## config.mk

```make
export PLATFORM = sky130hd
export DESIGN_NAME = sqdiff_accum
export DESIGN_NICKNAME = d
export VERILOG_FILES = /design/src/rtl/sqdiff_pkg.sv /design/src/rtl/sqdiff_mult.sv /design/src/rtl/sqdiff_accum.sv
export SDC_FILE = /design/constraint.sdc
export NUM_CORES = 1
export LEC_CHECK = 0
export CAP_MARGIN = 20
export CELL_PAD_IN_SITES_DETAIL_PLACEMENT = 1
export CELL_PAD_IN_SITES_GLOBAL_PLACEMENT = 2
export CORE_MARGIN = 3
export CORE_UTILIZATION = 36
export DETAILED_ROUTE_END_ITERATION = 12
export HOLD_SLACK_MARGIN = 0.06
export PLACE_DENSITY = 0.9
export SLEW_MARGIN = 20
export SYNTH_ARGS = -nofsm -noshare
export SYNTH_HDL_FRONTEND = slang
export SYNTH_SLANG_ARGS = --single-unit
export TNS_END_PERCENT = 1
```

## constraint.sdc

```tcl
create_clock -name clk -period 6 [get_ports clk]
set_input_delay 1.2 -clock clk [delete_from_list [all_inputs] [get_ports clk]]
set_output_delay 1.2 -clock clk [all_outputs]
set_load 0.1 [all_outputs]
```

## src/rtl/sqdiff_pkg.sv

```systemverilog
// Sizing helpers and the overflow-aware accumulate shared by the sqdiff datapath.
package sqdiff_pkg;

  // Widest accumulator the shared add helper can serve.
  localparam int SAT_MAXW = 128;

  typedef struct packed {
    logic                ovf;
    logic [SAT_MAXW-1:0] val;
  } sat_sum_t;

  function automatic int prod_width(input int width);
    return 2 * width + 2;
  endfunction

  function automatic int acc_width(input int width, input int vec_len);
    return prod_width(width) + $clog2(vec_len);
  endfunction

  // Adds x + y into a w-bit result; ovf is set when the true sum needs more
  // than w bits, and the result then clamps to all-ones or wraps.
  function automatic sat_sum_t sat_add(input logic [SAT_MAXW-1:0] x,
                                       input logic [SAT_MAXW-1:0] y,
                                       input int                  w,
                                       input logic                saturate);
    logic [SAT_MAXW:0] sum;
    logic [SAT_MAXW:0] mask;
    sat_sum_t          r;
    sum   = {1'b0, x} + {1'b0, y};
    mask  = ~((~(SAT_MAXW+1)'(0)) << w);
    r.ovf = |(sum & ~mask);
    r.val = SAT_MAXW'((r.ovf && saturate) ? mask : (sum & mask));
    return r;
  endfunction

endpackage

```

## src/rtl/sqdiff_mult.sv

```systemverilog
// Operand regs, a+/-b pre-adder and square (DSP A/D, AD, M stages); 3-cycle latency.
// No backpressure; clr flushes every in-flight sample, including one offered that cycle.
module sqdiff_mult
  import sqdiff_pkg::*;
#(
  parameter int WIDTH = 16
) (
  input  logic                      clk,
  input  logic                      rst,
  input  logic                      clr,
  input  logic                      in_valid,
  input  logic signed [WIDTH-1:0]   a,
  input  logic signed [WIDTH-1:0]   b,
  input  logic                      sub,
  output logic                      sq_valid,
  output logic        [2*WIDTH+1:0] sq_out
);

  localparam int PW = prod_width(WIDTH);

  logic                    v1, v2;
  logic signed [WIDTH-1:0] a1, b1;
  logic                    sub1;
  logic signed [WIDTH:0]   a1x, b1x, d_next, d2;
  logic signed [PW-1:0]    d2x;

  // One guard bit keeps a +/- b exact for every operand pair.
  assign a1x    = {a1[WIDTH-1], a1};
  assign b1x    = {b1[WIDTH-1], b1};
  assign d_next = sub1 ? (a1x - b1x) : (a1x + b1x);
  assign d2x    = {{(WIDTH+1){d2[WIDTH]}}, d2};

  always_ff @(posedge clk) begin
    if (rst) begin
      v1       <= 1'b0;
      v2       <= 1'b0;
      sq_valid <= 1'b0;
      sq_out   <= '0;
    end else begin
      v1       <= in_valid & ~clr;
      v2       <= v1 & ~clr;
      sq_valid <= v2 & ~clr;
      if (in_valid) begin
        a1   <= a;
        b1   <= b;
        sub1 <= sub;
      end
      if (v1) d2 <= d_next;
      // A flushed product must not disturb the held square either.
      if (v2 && !clr) sq_out <= d2x * d2x;
    end
  end

endmodule

```

## src/rtl/sqdiff_accum.sv

```systemverilog
// (a +/- b)^2 summed over VEC_LEN valid samples; square after 3 cycles, frame result 4 cycles after its last sample.
// No backpressure: one sample per cycle, gaps allowed; frame_clr aborts the partial frame.
module sqdiff_accum
  import sqdiff_pkg::*;
#(
  parameter int WIDTH     = 16,
  parameter int VEC_LEN   = 8,
  parameter int ACC_WIDTH = acc_width(WIDTH, VEC_LEN),
  parameter bit SATURATE  = 1'b1
) (
  input  logic                        clk,
  input  logic                        rst,
  input  logic                        in_valid,
  input  logic signed [WIDTH-1:0]     a,
  input  logic signed [WIDTH-1:0]     b,
  input  logic                        sub,
  input  logic                        frame_clr,
  output logic                        sq_valid,
  output logic        [2*WIDTH+1:0]   sq_out,
  output logic                        acc_valid,
  output logic        [ACC_WIDTH-1:0] acc_out,
  output logic                        acc_sat
);

  localparam int            CW   = (VEC_LEN > 1) ? $clog2(VEC_LEN) : 1;
  localparam logic [CW-1:0] LAST = CW'(VEC_LEN - 1);

  logic [CW-1:0]        cnt;
  logic [ACC_WIDTH-1:0] acc;
  logic                 frame_sat;
  sat_sum_t             nxt;
  logic [ACC_WIDTH-1:0] acc_next;
  logic                 sat_next;
  logic                 unused_hi;

  sqdiff_mult #(
    .WIDTH(WIDTH)
  ) u_mult (
    .clk      (clk),
    .rst      (rst),
    .clr      (frame_clr),
    .in_valid (in_valid),
    .a        (a),
    .b        (b),
    .sub      (sub),
    .sq_valid (sq_valid),
    .sq_out   (sq_out)
  );

  // The first product of a frame loads rather than adds, so its own overflow
  // (narrow accumulator) is flagged through the same path.
  always_comb begin
    nxt      = sat_add((cnt == '0) ? '0 : SAT_MAXW'(acc), SAT_MAXW'(sq_out),
                       ACC_WIDTH, SATURATE);
    acc_next = nxt.val[ACC_WIDTH-1:0];
    sat_next = nxt.ovf | ((cnt != '0) & frame_sat);
  end

  assign unused_hi = ^nxt.val[SAT_MAXW-1:ACC_WIDTH];

  always_ff @(posedge clk) begin
    if (rst) begin
      cnt       <= '0;
      acc       <= '0;
      frame_sat <= 1'b0;
      acc_out   <= '0;
      acc_sat   <= 1'b0;
      acc_valid <= 1'b0;
    end else begin
      acc_valid <= 1'b0;
      if (frame_clr) begin
        cnt       <= '0;
        acc       <= '0;
        frame_sat <= 1'b0;
      end else if (sq_valid) begin
        acc       <= acc_next;
        frame_sat <= sat_next;
        if (cnt == LAST) begin
          cnt       <= '0;
          acc_out   <= acc_next;
          acc_sat   <= sat_next;
          acc_valid <= 1'b1;
        end else begin
          cnt <= cnt + CW'(1);
        end
      end
    end
  end

endmodule

```

-- After elaboration in Yosys (flattened, before gate mapping)
Index checks and enable logic that the tools add are counted.
- register bits: 167
- latch bits: 0
- RAM bits: 0
- ROM bits: 0
- bits of input ports: 37
- output and inout port bits: 74
- memories kept: 0
- add/sub/neg operators: 4
- $mul: 1
- divide/modulo/power cells: 0
- $lt $le $gt $ge: 0
- eq/ne operators: 1
- shift operators: 0
- multiplexer cells: 5
- bitwise gates (word level): 8
- reductions and logical operators: 10
- operator list (operator ; number):
    OR reduction 92 bit ; 1
    two-way mux 37 bit ; 2
    adder 37 x 34 -> 38 bit ; 1
    multiplier 17 x 17 -> 34 bit ; 1
    adder 16 x 16 -> 17 bit ; 1
    two-way mux 17 bit ; 1
    subtractor 16 x 16 -> 17 bit ; 1
    AND 1 bit ; 4
    AND reduction 2 bit ; 2
    adder 3 x 1 -> 3 bit (second input constant) ; 1
    equality test 3 bit (second input constant) ; 1
    zero test 3 bit ; 1
    two-way mux 3 bit ; 1
    inverter 1 bit ; 3
    AND reduction 3 bit ; 1
    nonzero test 3 bit ; 1
    OR reduction 3 bit ; 1
    OR reduction 2 bit ; 1
    logical AND 1 bit ; 1
    zero test 1 bit ; 1
    two-way mux 1 bit ; 1
    OR 1 bit ; 1

-- Longest topological paths before layout
- depth after elaboration: 5
- depth in mapped cells: 25
- depth with buffers taken out: 24

-- By module
A second synthesis with hierarchy kept.
- cells, all modules: 2014
- area total of the unflattened synthesis: 18612.9 um^2
- by module, submodules not included (module ; times used ; cells an instance ; area each (um^2) ; seq. area each (um^2)):
    sqdiff_mult ; 1 ; 1412 ; 13668.1 ; 2222.1
    sqdiff_accum ; 1 ; 602 ; 4944.7 ; 1601.5

-- Least setup slack after synthesis
No wires, ideal clock.
- kind: register to register
- start: register u_mult.d2[14]
- end: register u_mult.sq_out[30]
- library setup time: 0.091 ns
- arrival time: 6.180 ns
- data required time: 5.909 ns
- slack: -0.271 ns
- cell stages (with the launch flop): 25
- path through: edfxtp_1 clkbuf_1 clkbuf_1 nand2_1 inv_1 fa_1 inv_1 fa_1 fa_1 inv_1 fa_1 fa_1 inv_1 fa_1 inv_1 ha_1 and3_1 a31oi_1 o21ai_0 a221o_1 or3_1 a31oi_1 o31ai_1 a21o_1 a311oi_1
- longest elaborated chain between the ends: 1
- ends and longest elaborated chain (element ; RTL line ; RTL):
    from (decl) ; sqdiff_mult.sv:24 ; logic signed [WIDTH:0] a1x, b1x, d_next, d2;
    from (signal assigned) ; sqdiff_mult.sv:48 ; if (v1) d2 <= d_next;
    multiplier 17 x 17 -> 34 bit ; sqdiff_mult.sv:50 ; if (v2 && !clr) sq_out <= d2x * d2x;
    to (signal assigned) ; sqdiff_mult.sv:50 ;
    to (decl) ; sqdiff_mult.sv:16 ; output logic [2*WIDTH+1:0] sq_out
Every way passes these cells.
A chain may end at the register's enable or synchronous reset.

-- Worst setup path in the final report
- start: register u_mult.d2[2]
- end: register u_mult.sq_out[30]
Same word-level chain as after synthesis.

==> results.cfg <==
[clock_network]
cts_made_buffers = 17
cts_tree = done
clockBufferDepth = 2
cts_root_buf = clkbuf_16
htreeDepth = 4
clock_latency_ns = 0.49
clk_pin_slew_ns = 0.07
numClockSinks = 166

[die]
die_w_um = 235
die_h_um = 235
core_sq_mm = 0.0515
io_pins = 111
start_util_pct = 36.6
die_area_sq_mm = 0.0551
row_count = 83

[worst_setup_path]
crit_start = u_mult.d2[2]
crit_family = adder cells
cp.arrival_ns = 6.71
worstPathRequired_ns = 6.39
cp_common_cell = fa_1
path_buf_inv = 6
startpoint_type = flip-flop
cp_cell_sequence = buf_6 -> buf_4 -> buf_4 -> nand2b_1 -> fa_1 -> inv_1 -> fa_1 -> fa_1 -> fa_2 -> fa_1 -> inv_1 -> fa_1 -> inv_1 -> ha_2 -> a21o_1 -> a21oi_1 -> o21ai_1 -> a221o_1 -> or3_4 -> a31oi_4 -> o31ai_2 -> a21o_1 -> a311oi_2
worstSetupPathType = flip-flop to flip-flop
critPathMaxStageDelay_ns = 0.52
end_kind = flip-flop
r2r-start = u_mult.d2[2]
crit_slowest_cell = fa_1
cp_max_fo = 7

[sta]
skew_ns = 0.0180
fin_ws_ns = -0.320
period_minus_slack_ns = 6.32
maxSlewHeadroom_pct = 29.4
tightest_slew_ns = 1.06
fmax_ghz = 0.158
setup_viol = 13
min_period_over_period_pct = 105
drv_slew = 0
report.final.hold_viol_count = 0
rsz0062_at_grt = true

[drt]
drt_iter0_drc = 534
ant_nets = 0
via_per_inst = 5.02
first_pass_iters = 4
drc = 0
wire_per_inst_um = 17.7
vias = 14900
totalWireLength_um = 52500

[synth]
synth.cell_area_sq_mm = 0.0188
synth_cell_type_count = 72
postSynthRegisterBits = 166
synth_edf_count = 50
ys_seq_area_share_pct = 20.3
synthArstFlopShare_pct = 0
ys_warn_count = 0
synth_nets = 2488
syn_inst = 2039
synth_ff_type = dfxtp_1
syn_area_per_cell_sq_um = 9.24

[placed_design]
dp_hpwl_um = 43600
gp_congestion = 0.907
port_buffers = 109
pre_cts_ws_ns = -0.365

[global_route]
grt_start_max_net_pins = 79
grt_pass1_wl_um = 86400
antenna_found_initial = 0
overflow = 0
grt_pass1_vias = 17100
grt_use_total_pct = 19.4

[layout]
diodes = 0
syn_to_final_growth_pct = 20.9
nets = 2722
drive_above_1_share_pct = 15.0

[worst_hold_path]
worstHoldPathType = flip-flop to flip-flop
worstHoldStart = u_mult.v1

[power]
power.leakage_nw = 10.5
ir_worst_vdd_mv = 0.464
finalPower_w = 0.00953
powerDensity_mw_per_mm2 = 418

[run_status]
status = finished, violations left
violations = setup timing

[run]
maxCapViolCount = 0
[registers in the layout, summed over array words and instances (netlist names), 3 cells and up]
name / flops
acc_out: 37
u_mult.d2: 17
acc: 37
u_mult.sq_out: 33
u_mult.a1: 16
cnt: 3
u_mult.b1: 16
[report_power, final]
group / total [W] / internal, W / switching (W)
Combinational: 0.00713 / 0.00337 / 0.00377
Clock: 0.00115 / 0.000624 / 0.000528
Sequential: 0.00124 / 0.00120 / 0.0000382
[path summary, 6_finish.rpt]
kind | endpoint | slack (ns) | cells past startpoint
worst max-delay path | u_mult.sq_out[30] | -0.32 | 23
worst min-delay path | u_mult.v2 | 0.45 | 1
worst max register to register | u_mult.sq_out[30] | -0.32 | 23
worst min register to register | u_mult.v2 | 0.45 | 1
[cells in the mapped netlist, types with 14 or more instances]
| master | count | area (sq um) |
|---|---|---|
| and2_1 | 97 | 607 |
| xnor2_1 | 73 | 639 |
| edfxtp_1 | 50 | 1500 |
| a21oi_1 | 106 | 531 |
| nor2_1 | 150 | 563 |
| nor3_1 | 23 | 115 |
| clkbuf_1 | 64 | 240 |
| inv_1 | 380 | 1430 |
| a21o_1 | 33 | 248 |
| a211oi_2 | 35 | 438 |
| dfxtp_1 | 116 | 2320 |
| a31oi_1 | 14 | 87.6 |
| nand3_1 | 28 | 140 |
| fa_1 | 266 | 5330 |
| xor2_1 | 25 | 219 |
| nand2_1 | 153 | 574 |
| nor2b_1 | 23 | 144 |
| o21ai_0 | 51 | 255 |
| ha_1 | 146 | 1830 |
| a211oi_1 | 34 | 255 |
[worst reg2reg max path: cells and delay by family, from the launching register on]
family	cells	cell delay [ns]
buffers and inverters	6	0.61
DFF	1	0.48
AOI/OAI and AO/OA	8	1.56
and+or+nand+nor	2	0.51
adders and majority gates	7	3.10
[repair_timing]
item / CTS / global route
setup buffers: 3 / 6
setup endpoints to repair: 16 / 18
pin swaps: 7 / 17
gates resized for setup: 22 / 45
hold buffers: 0 / 0
[layout make-up]
type	count	area [sq um]
inverters	380	1430
clock buffers	18	429
clock inverters	14	166
well taps	680	851
multi-input cells	1420	13600
fillers	5966	28700
flip-flops and latches	166	3820
repair buffers	288	2480
[through the flow]
stage	utilization (%)	setup TNS (ns)	cells	instance area, sq um	hold slack, ns
floorplan	-	-0.000622	2039	18900	0.421
global placement	42.4	-1.35	2926	21800	0.448
finish	44.2	-1.48	2966	22800	0.448
detailed placement	42.4	-2.86	2926	21800	0.435
CTS	43.8	-2.42	2961	22500	0.451
global route	44.2	-5.44	2966	22800	0.484
[cell families after synthesis]
group | share of synthesized area, %
AND/OR/NAND/NOR | 14.3
buffers and inverters | 9.20
adder cells (fa/ha/maj) | 38.0
AO/OA/AOI/OAI | 13.3
flip-flops | 20.3
XOR/XNOR | 4.56
multiplexers | 0.425
other | 0.0199
[routing by layer]
| metal | up-vias | routed length [um] | GRT usage, % |
|---|---|---|---|
| li1 | 7010 | - | - |
| met1 | 7656 | 22000 | 23.1 |
| met2 | 171 | 28200 | 36.2 |
| met3 | 58 | 1260 | 3.04 |
| met4 | 0 | 969 | 5.14 |
| met5 | - | 0 | 0 |
[cells in the final DEF (no fill, tap or decap), types with 7 or more instances in the layout]
| master | netlist | routed |
|---|---|---|
| nand2_1 | 153 | 146 |
| o21ai_0 | 51 | 46 |
| clkbuf_16 | 0 | 17 |
| a21oi_1 | 106 | 102 |
| o21bai_1 | 10 | 9 |
| nand3_1 | 28 | 28 |
| a211oi_2 | 35 | 36 |
| nand2b_1 | 9 | 9 |
| nor2_2 | 10 | 12 |
| nand2_2 | 0 | 7 |
| a31oi_1 | 14 | 9 |
| dfxtp_1 | 116 | 115 |
| and2_1 | 97 | 93 |
| or3_1 | 8 | 7 |
| a21o_1 | 33 | 33 |
| nor2_1 | 150 | 147 |
| clkdlybuf4s50_1 | 0 | 108 |
| nor2b_1 | 23 | 21 |
| xor2_1 | 25 | 24 |
| xnor2_1 | 73 | 73 |
| a211oi_1 | 34 | 33 |
| ha_1 | 146 | 139 |
| o21a_1 | 10 | 10 |
| buf_4 | 1 | 168 |
| and3_1 | 12 | 10 |
| edfxtp_1 | 50 | 50 |
| buf_6 | 4 | 9 |
| or2_2 | 8 | 8 |
| nor3_1 | 23 | 23 |
| mux2i_1 | 8 | 8 |
| fa_1 | 266 | 260 |
| o21ai_1 | 4 | 7 |
| inv_1 | 380 | 377 |
(Power assumes the default switching activity.)
